## src/rtl/datastream_arbiter_pkg.sv

```systemverilog
// rtl/datastream_arbiter_pkg.sv - shared types and round-robin search for datastream_arbiter
package datastream_arbiter_pkg;

  typedef enum logic {
    IDLE  = 1'b0,
    BURST = 1'b1
  } arb_state_e;

  localparam int unsigned MAX_SOURCES = 16;
  localparam int unsigned ID_W        = $clog2(MAX_SOURCES);

  // First set request strictly after last, wrapping modulo nb; returns last when nothing is set.
  function automatic logic [ID_W-1:0] next_grant(input logic [MAX_SOURCES-1:0] req,
                                                 input logic [ID_W-1:0]        last,
                                                 input int unsigned            nb);
    logic [ID_W-1:0] pick;
    logic [ID_W-1:0] idx;
    logic            found;
    pick  = last;
    found = 1'b0;
    for (int unsigned ofs = 1; ofs <= MAX_SOURCES; ofs++) begin
      idx = ID_W'((32'(last) + ofs) % nb);
      if (ofs <= nb && !found && req[idx]) begin
        pick  = idx;
        found = 1'b1;
      end
    end
    return pick;
  endfunction

endpackage

```

## src/rtl/datastream_arbiter_picker.sv

```systemverilog
// rtl/datastream_arbiter_picker.sv - combinational round-robin picker (rr_priority_picker)
module rr_priority_picker
  import datastream_arbiter_pkg::*;
#(
  parameter  int unsigned NBSOURCES = 4,
  localparam int unsigned GID_W     = $clog2(NBSOURCES)
) (
  input  logic [NBSOURCES-1:0] req_i,
  input  logic [GID_W-1:0]     last_i,
  output logic                 any_o,
  output logic [GID_W-1:0]     grant_o
);

  assign any_o   = |req_i;
  assign grant_o = GID_W'(next_grant(MAX_SOURCES'(req_i), ID_W'(last_i), NBSOURCES));

endmodule

```

## src/rtl/datastream_arbiter.sv

```systemverilog
// rtl/datastream_arbiter.sv - burst-locked round-robin arbiter feeding one datastream analyzer
// Optional abort of stalled bursts: define ARB_TIMEOUT_EN.
module datastream_arbiter
  import datastream_arbiter_pkg::*;
#(
  parameter  int unsigned NBSOURCES = 4,
  parameter  int unsigned DATASIZE  = 8,
  parameter  int unsigned BURSTLEN  = 4,
  parameter  int unsigned TIMEOUT   = 16,
  localparam int unsigned GID_W     = $clog2(NBSOURCES)
) (
  input  logic                          clk_i,
  input  logic                          rst_i,
  input  logic [NBSOURCES*DATASIZE-1:0] src_data_i,
  input  logic [NBSOURCES-1:0]          src_valid_i,
  output logic [NBSOURCES-1:0]          src_ready_o,
  output logic [DATASIZE-1:0]           data_o,
  output logic                          valid_o,
  input  logic                          ready_i,
  output logic [GID_W-1:0]              grant_id_o,
  output logic                          busy_o,
  output logic                          burst_done_o,
  output logic                          timeout_o
);

  localparam int unsigned CNT_W = (BURSTLEN > 1) ? $clog2(BURSTLEN) : 1;

  if (NBSOURCES < 2 || NBSOURCES > MAX_SOURCES || BURSTLEN < 1 || TIMEOUT < 1) begin : g_param_check
    $error("datastream_arbiter: parameter out of range");
  end

  arb_state_e        state_q, state_d;
  logic [CNT_W-1:0]  count_q, count_d;
  logic [GID_W-1:0]  grant_q, grant_d;
  logic [GID_W-1:0]  last_q, last_d;

  logic              pick_any;
  logic [GID_W-1:0]  pick_id;
  logic              sel_valid;
  logic              xfer;
  logic              abort;
  logic [DATASIZE-1:0] src_words [NBSOURCES];

  rr_priority_picker #(
    .NBSOURCES(NBSOURCES)
  ) u_picker (
    .req_i  (src_valid_i),
    .last_i (last_q),
    .any_o  (pick_any),
    .grant_o(pick_id)
  );

  always_comb begin
    for (int k = 0; k < int'(NBSOURCES); k++) begin
      src_words[k] = src_data_i[k*DATASIZE +: DATASIZE];
    end
  end

  assign sel_valid = src_valid_i[grant_q];

`ifdef ARB_TIMEOUT_EN
  localparam int unsigned TO_W = (TIMEOUT > 1) ? $clog2(TIMEOUT) : 1;

  logic [TO_W-1:0] idle_q, idle_d;

  // Counts consecutive stalled cycles of the granted source; any valid cycle restarts it.
  always_comb begin
    idle_d = '0;
    abort  = 1'b0;
    if (state_q == BURST && !sel_valid) begin
      if (idle_q == TO_W'(TIMEOUT - 1)) begin
        abort = 1'b1;
      end else begin
        idle_d = idle_q + TO_W'(1);
      end
    end
  end

  always_ff @(posedge clk_i or negedge rst_i) begin
    if (!rst_i) begin
      idle_q <= '0;
    end else begin
      idle_q <= idle_d;
    end
  end
`else
  assign abort = 1'b0;
`endif

  assign timeout_o = abort;

  always_comb begin
    state_d      = state_q;
    count_d      = count_q;
    grant_d      = grant_q;
    last_d       = last_q;
    data_o       = '0;
    valid_o      = 1'b0;
    src_ready_o  = '0;
    busy_o       = 1'b0;
    burst_done_o = 1'b0;
    xfer         = 1'b0;
    case (state_q)
      IDLE: begin
        if (pick_any) begin
          grant_d = pick_id;
          last_d  = pick_id;
          count_d = '0;
          state_d = BURST;
        end
      end
      BURST: begin
        busy_o               = 1'b1;
        data_o               = src_words[grant_q];
        valid_o              = sel_valid;
        src_ready_o[grant_q] = ready_i;
        xfer                 = sel_valid & ready_i;
        if (xfer) begin
          if (count_q == CNT_W'(BURSTLEN - 1)) begin
            burst_done_o = 1'b1;
            count_d      = '0;
            state_d      = IDLE;
          end else begin
            count_d = count_q + CNT_W'(1);
          end
        end
        // last_q already holds the aborting source, so the next search starts after it.
        if (abort) begin
          count_d = '0;
          state_d = IDLE;
        end
      end
      default: state_d = IDLE;
    endcase
  end

  always_ff @(posedge clk_i or negedge rst_i) begin
    if (!rst_i) begin
      state_q <= IDLE;
      count_q <= '0;
      grant_q <= '0;
      last_q  <= GID_W'(NBSOURCES - 1);
    end else begin
      state_q <= state_d;
      count_q <= count_d;
      grant_q <= grant_d;
      last_q  <= last_d;
    end
  end

  assign grant_id_o = grant_q;

endmodule
```

## config.mk

```make
export PLATFORM = sky130hd
export DESIGN_NAME = datastream_arbiter
export DESIGN_NICKNAME = d
export VERILOG_FILES = /design/src/rtl/datastream_arbiter_pkg.sv /design/src/rtl/datastream_arbiter_picker.sv /design/src/rtl/datastream_arbiter.sv
export SDC_FILE = /design/constraint.sdc
export NUM_CORES = 1
export LEC_CHECK = 0
export CORE_MARGIN = 2
export CORE_UTILIZATION = 35
export CTS_BUF_LIST = sky130_fd_sc_hd__clkbuf_8 sky130_fd_sc_hd__clkbuf_16
export DETAILED_ROUTE_END_ITERATION = 6
export HOLD_SLACK_MARGIN = 0.02
export PLACE_DENSITY_LB_ADDON = 0.2
export SLEW_MARGIN = 40
export SYNTH_ARGS = -nofsm -noshare
export SYNTH_HDL_FRONTEND = slang
export SYNTH_SLANG_ARGS = --single-unit
```

## constraint.sdc

```tcl
create_clock -name clk_i -period 1.9 [get_ports clk_i]
set_input_delay 0.475 -clock clk_i [delete_from_list [all_inputs] [get_ports clk_i]]
set_output_delay 0.475 -clock clk_i [all_outputs]
set_load 0.02 [all_outputs]
```

==> Flow_metrics.wiki <==
{| class="wikitable"
! Metric !! Value
|-
| Startpoint type of the worst setup path || flip-flop
|-
| Grt ovf || 0
|-
| DRC violations left || 0
|-
| Maximum number of pins on one net before global-route repair || 14
|-
| Clock Tree Buf Depth || 2
|-
| Sum of met3 wire segment lengths after detailed routing || ~270 µm
|-
| Remaining number of nets flagged by the antenna check after routing || 0
|-
| Die Span X || 52.72 µm
|-
| Top sig layer || met4
|-
| Max Cap Violations || 0
|-
| Most common library cell in the layout ignoring fill and taps || dlygate4sd2_1
|-
| Post-route fraction of the period consumed by the critical path || 107.5%
|-
| Skew-Pair Late Insertion Delay || roughly 0.23 ns
|-
| Most used cell, CP || buf_6
|-
| Data required time of the critical path || approximately 1.4 ns
|-
| Total of endpoints with negative setup slack in the final report || 10
|-
| Sequential-to-total area share from yosys stat || 21.39%
|-
| Final estimated routing congestion in global placement || roughly 0.75
|-
| Max stage delay on crit path || ~0.5 ns
|-
| Number of failing hold endpoints at the final stage || 0
|-
| Number of iterations in the first detailed-routing pass || 4
|-
| Count of antenna diodes in the layout || 0
|-
| Avg Vias per Cell || approximately 5.2
|-
| Worst r2r path cells || 6
|-
| Beginning of the worst register-to-register path || grant_id_o[1]
|-
| Aggregate routed wire length || about 2600 µm
|-
| Peak clock frequency supported by timing || about 500 MHz
|-
| Clock tree from TritonCTS || built
|-
| Placement row count || 17
|-
| Max H-tree Level || 1
|-
| Critical register-to-register path endpoint || count_q[0]
|-
| Final critical-path required period || a little over 2 ns
|-
| Run status || complete, but fails checks
|-
| Clock tree root driver cell || clkbuf_8
|-
| Total number of vias || 983
|-
| Cells traversed along the worst timing path || buf_6 > mux4_2 > and2_4 > buf_6
|-
| Layout Utilization || 69.36%
|-
| Class of the tightest hold or removal check || input port to async pin
|-
| Total Die Area || about 2800 µm²
|-
| Worst-case vdd ir drop || about 1.1 mV
|-
| Post-DP Area || roughly 1500 µm²
|-
| First-pass GRT wire length || between 4000 and 5000 µm
|-
| Unique cell type count in the Yosys netlist || 37
|-
| Post-synthesis instance total || between 90 and 100
|-
| Total GRT Usage || slightly below 20%
|-
| Arrival time reported for the critical path endpoint || 1.57 ns
|-
| Routed wire per std cell || ~14 µm
|-
| M1 wire length || approximately 1000 µm
|-
| Final Worst Setup Slack || -0.1417 ns
|-
| Standard cell core area || around 2200 µm²
|-
| Clk slew on worst S/H paths || 0.04 ns
|-
| Post-synth design cell area || between 800 and 900 µm²
|-
| Per-instance average area after synthesis || 9.130 µm²
|-
| Syn Nets || 131
|-
| Routed wire length on met2 || about 1200 µm
|-
| Total number of clock tree sinks || 7
|-
| Count of state elements after synthesis || 7
|-
| Hold bufs inserted after CTS || 0
|-
| Synth warnings || 0
|-
| Non-Filler Cell Area, Final || around 1500 µm²
|-
| Number of global-route vias before repair || slightly above 900
|-
| Number of top-level design ports || between 50 and 60
|-
| Fraction of layout instances using a drive strength above 1 || approximately 39%
|-
| Layout-stage area growth over the synthesis result || 86.45%
|-
| Pre-CTS setup slack || -0.7663 ns
|-
| Setup skew after layout || around 0.0045 ns
|-
| Number of I/O port buffers || between 50 and 60
|-
| Commonest non-fill, non-tap cells in the layout || dlygate4sd2_1 (35), buf_4 (17), buf_6 (13)
|-
| Placed wire-length estimate || 2120 µm
|-
| DRC marker count from the first detailed-route iteration || 6
|-
| Largest fanout of any net on the critical path || 6
|-
| Number of max-slew violations in the final report || 0
|-
| Critical path's slowest cell || mux4_2
|-
| WS Path Type || flip-flop to primary output
|-
| CTS buffer count || 3
|-
| Number of nets at the end of the flow || ~200
|-
| Initial antenna violation count || 0
|-
| Static leakage || ~0.73 nW
|-
| Effective utilization at floorplan || ~37%
|-
| Failing checks || setup timing
|-
| Unrepaired setup endpoints after global routing || yes
|-
| Power density over the cells || about 1400 nW/µm²
|-
| Crit path capture type || primary output
|-
| Height of the chip || around 53 µm
|-
| Internal reg-to-reg setup slack || roughly 0.26 ns
|}
## layout make-up
class	instances	area, µm²
Sequential cell	7	178.9
Timing Repair Buffer	74	653.1
Fill cell	198	684.4
Inverter	4	15.01
Multi-Input combinational cell	71	621.8
Clock buffer	3	41.29
Tap cell	28	35.03
Clock inverter	1	3.754
## worst max-delay path, delay by kind of cell, from the launching register on
kind | cells | cell delay (ns)
multiplexers | 1 | 0.50
flip-flops | 1 | 0.41
buffers and inverters | 2 | 0.27
AND/OR/NAND/NOR | 1 | 0.15
## per-stage QoR
stage | hold WS (ns) | TNS, ns | power, mW | cells
after floorplan | 0.1794 | 0 | 1.157 | 91
after global placement | 0.5021 | -8.070 | 1.683 | 178
after detailed placement | 0.5277 | -8.323 | 1.712 | 178
after CTS | 0.5103 | -0.9921 | 2.074 | 186
after global routing | 0.5165 | -1.470 | 2.252 | 188
final | 0.5010 | -0.9452 | 2.094 | 188
## registers in the layout, indices dropped and copies added, names as in the netlist
register,count
count_q,2
grant_id_o,2
last_q,2
state_q,1
## synthesized netlist by cell type, drive strengths merged
master	n	area, µm²
clkbuf	3	11.26
a222oi	1	10.01
and4	1	8.760
nor2	5	18.77
a22o	1	8.760
mux4	9	202.7
a21boi	1	7.510
a22oi	1	7.510
a21oi	3	15.01
dfrtp	5	125.1
o32a	1	10.01
xnor2	1	8.760
nor4	1	6.260
nor2b	3	18.77
inv	4	15.01
nor3	3	15.01
a31oi	3	18.77
and2	10	63.81
o31ai	2	15.01
buf	6	38.79
nor3b	2	15.01
and3b	2	17.52
nand2b	2	12.51
conb	1	3.750
dfstp	2	52.55
o21ai	4	20.02
nand2	5	21.27
nor4b	1	8.760
or2	1	6.260
nand4	1	6.260
o221ai	1	8.760
nand3	4	20.02
ha	1	12.51
## layer usage
layer | track usage (%) | up-vias
met5 | 0 | -
met4 | 3.846 | 0
met3 | 6.571 | 4
met2 | 36.46 | 51
met1 | 22.18 | 450
li1 | - | 478
## report_power, final
| group | internal (mW) | switching [mW] | leakage [nW] |
|---|---|---|---|
| logic | 0.905 | 0.641 | 0.629 |
| clock network | 0.139 | 0.0606 | 0.0269 |
| registers | 0.238 | 0.110 | 0.0777 |
## cell families after synthesis
group,after synthesis,share of synthesized area (%)
other,1,0.4514
buffers and inverters,13,7.831
AND/OR/NAND/NOR,41,28.77
AO/OA/AOI/OAI,18,14.61
adder cells (fa/ha/maj),1,1.506
multiplexers,9,24.40
XOR/XNOR,1,1.054
flip-flops,7,21.39
## how the worst max path moves through the flow
stage / slack, ns / cells after the start / end / start
after floorplan: 0.02 / 3 / data_o[0] / grant_id_o[1]
after global placement: -0.75 / 4 / burst_done_o / src_valid_i[3]
after detailed placement: -0.77 / 4 / burst_done_o / src_valid_i[3]
after CTS: -0.15 / 4 / data_o[7] / grant_id_o[0]
after global routing: -0.19 / 4 / data_o[4] / grant_id_o[0]
final: -0.14 / 4 / data_o[7] / grant_id_o[0]
## what timing repair did
| action | in CTS | in global routing |
|---|---|---|
| endpoints found under the setup margin | 16 | 14 |
| buffers inserted | 4 | 2 |
| pin swaps | 10 | 0 |
| gates resized for setup | 135 | 3 |
No activity file was read; power rests on OpenSTA's default activity.
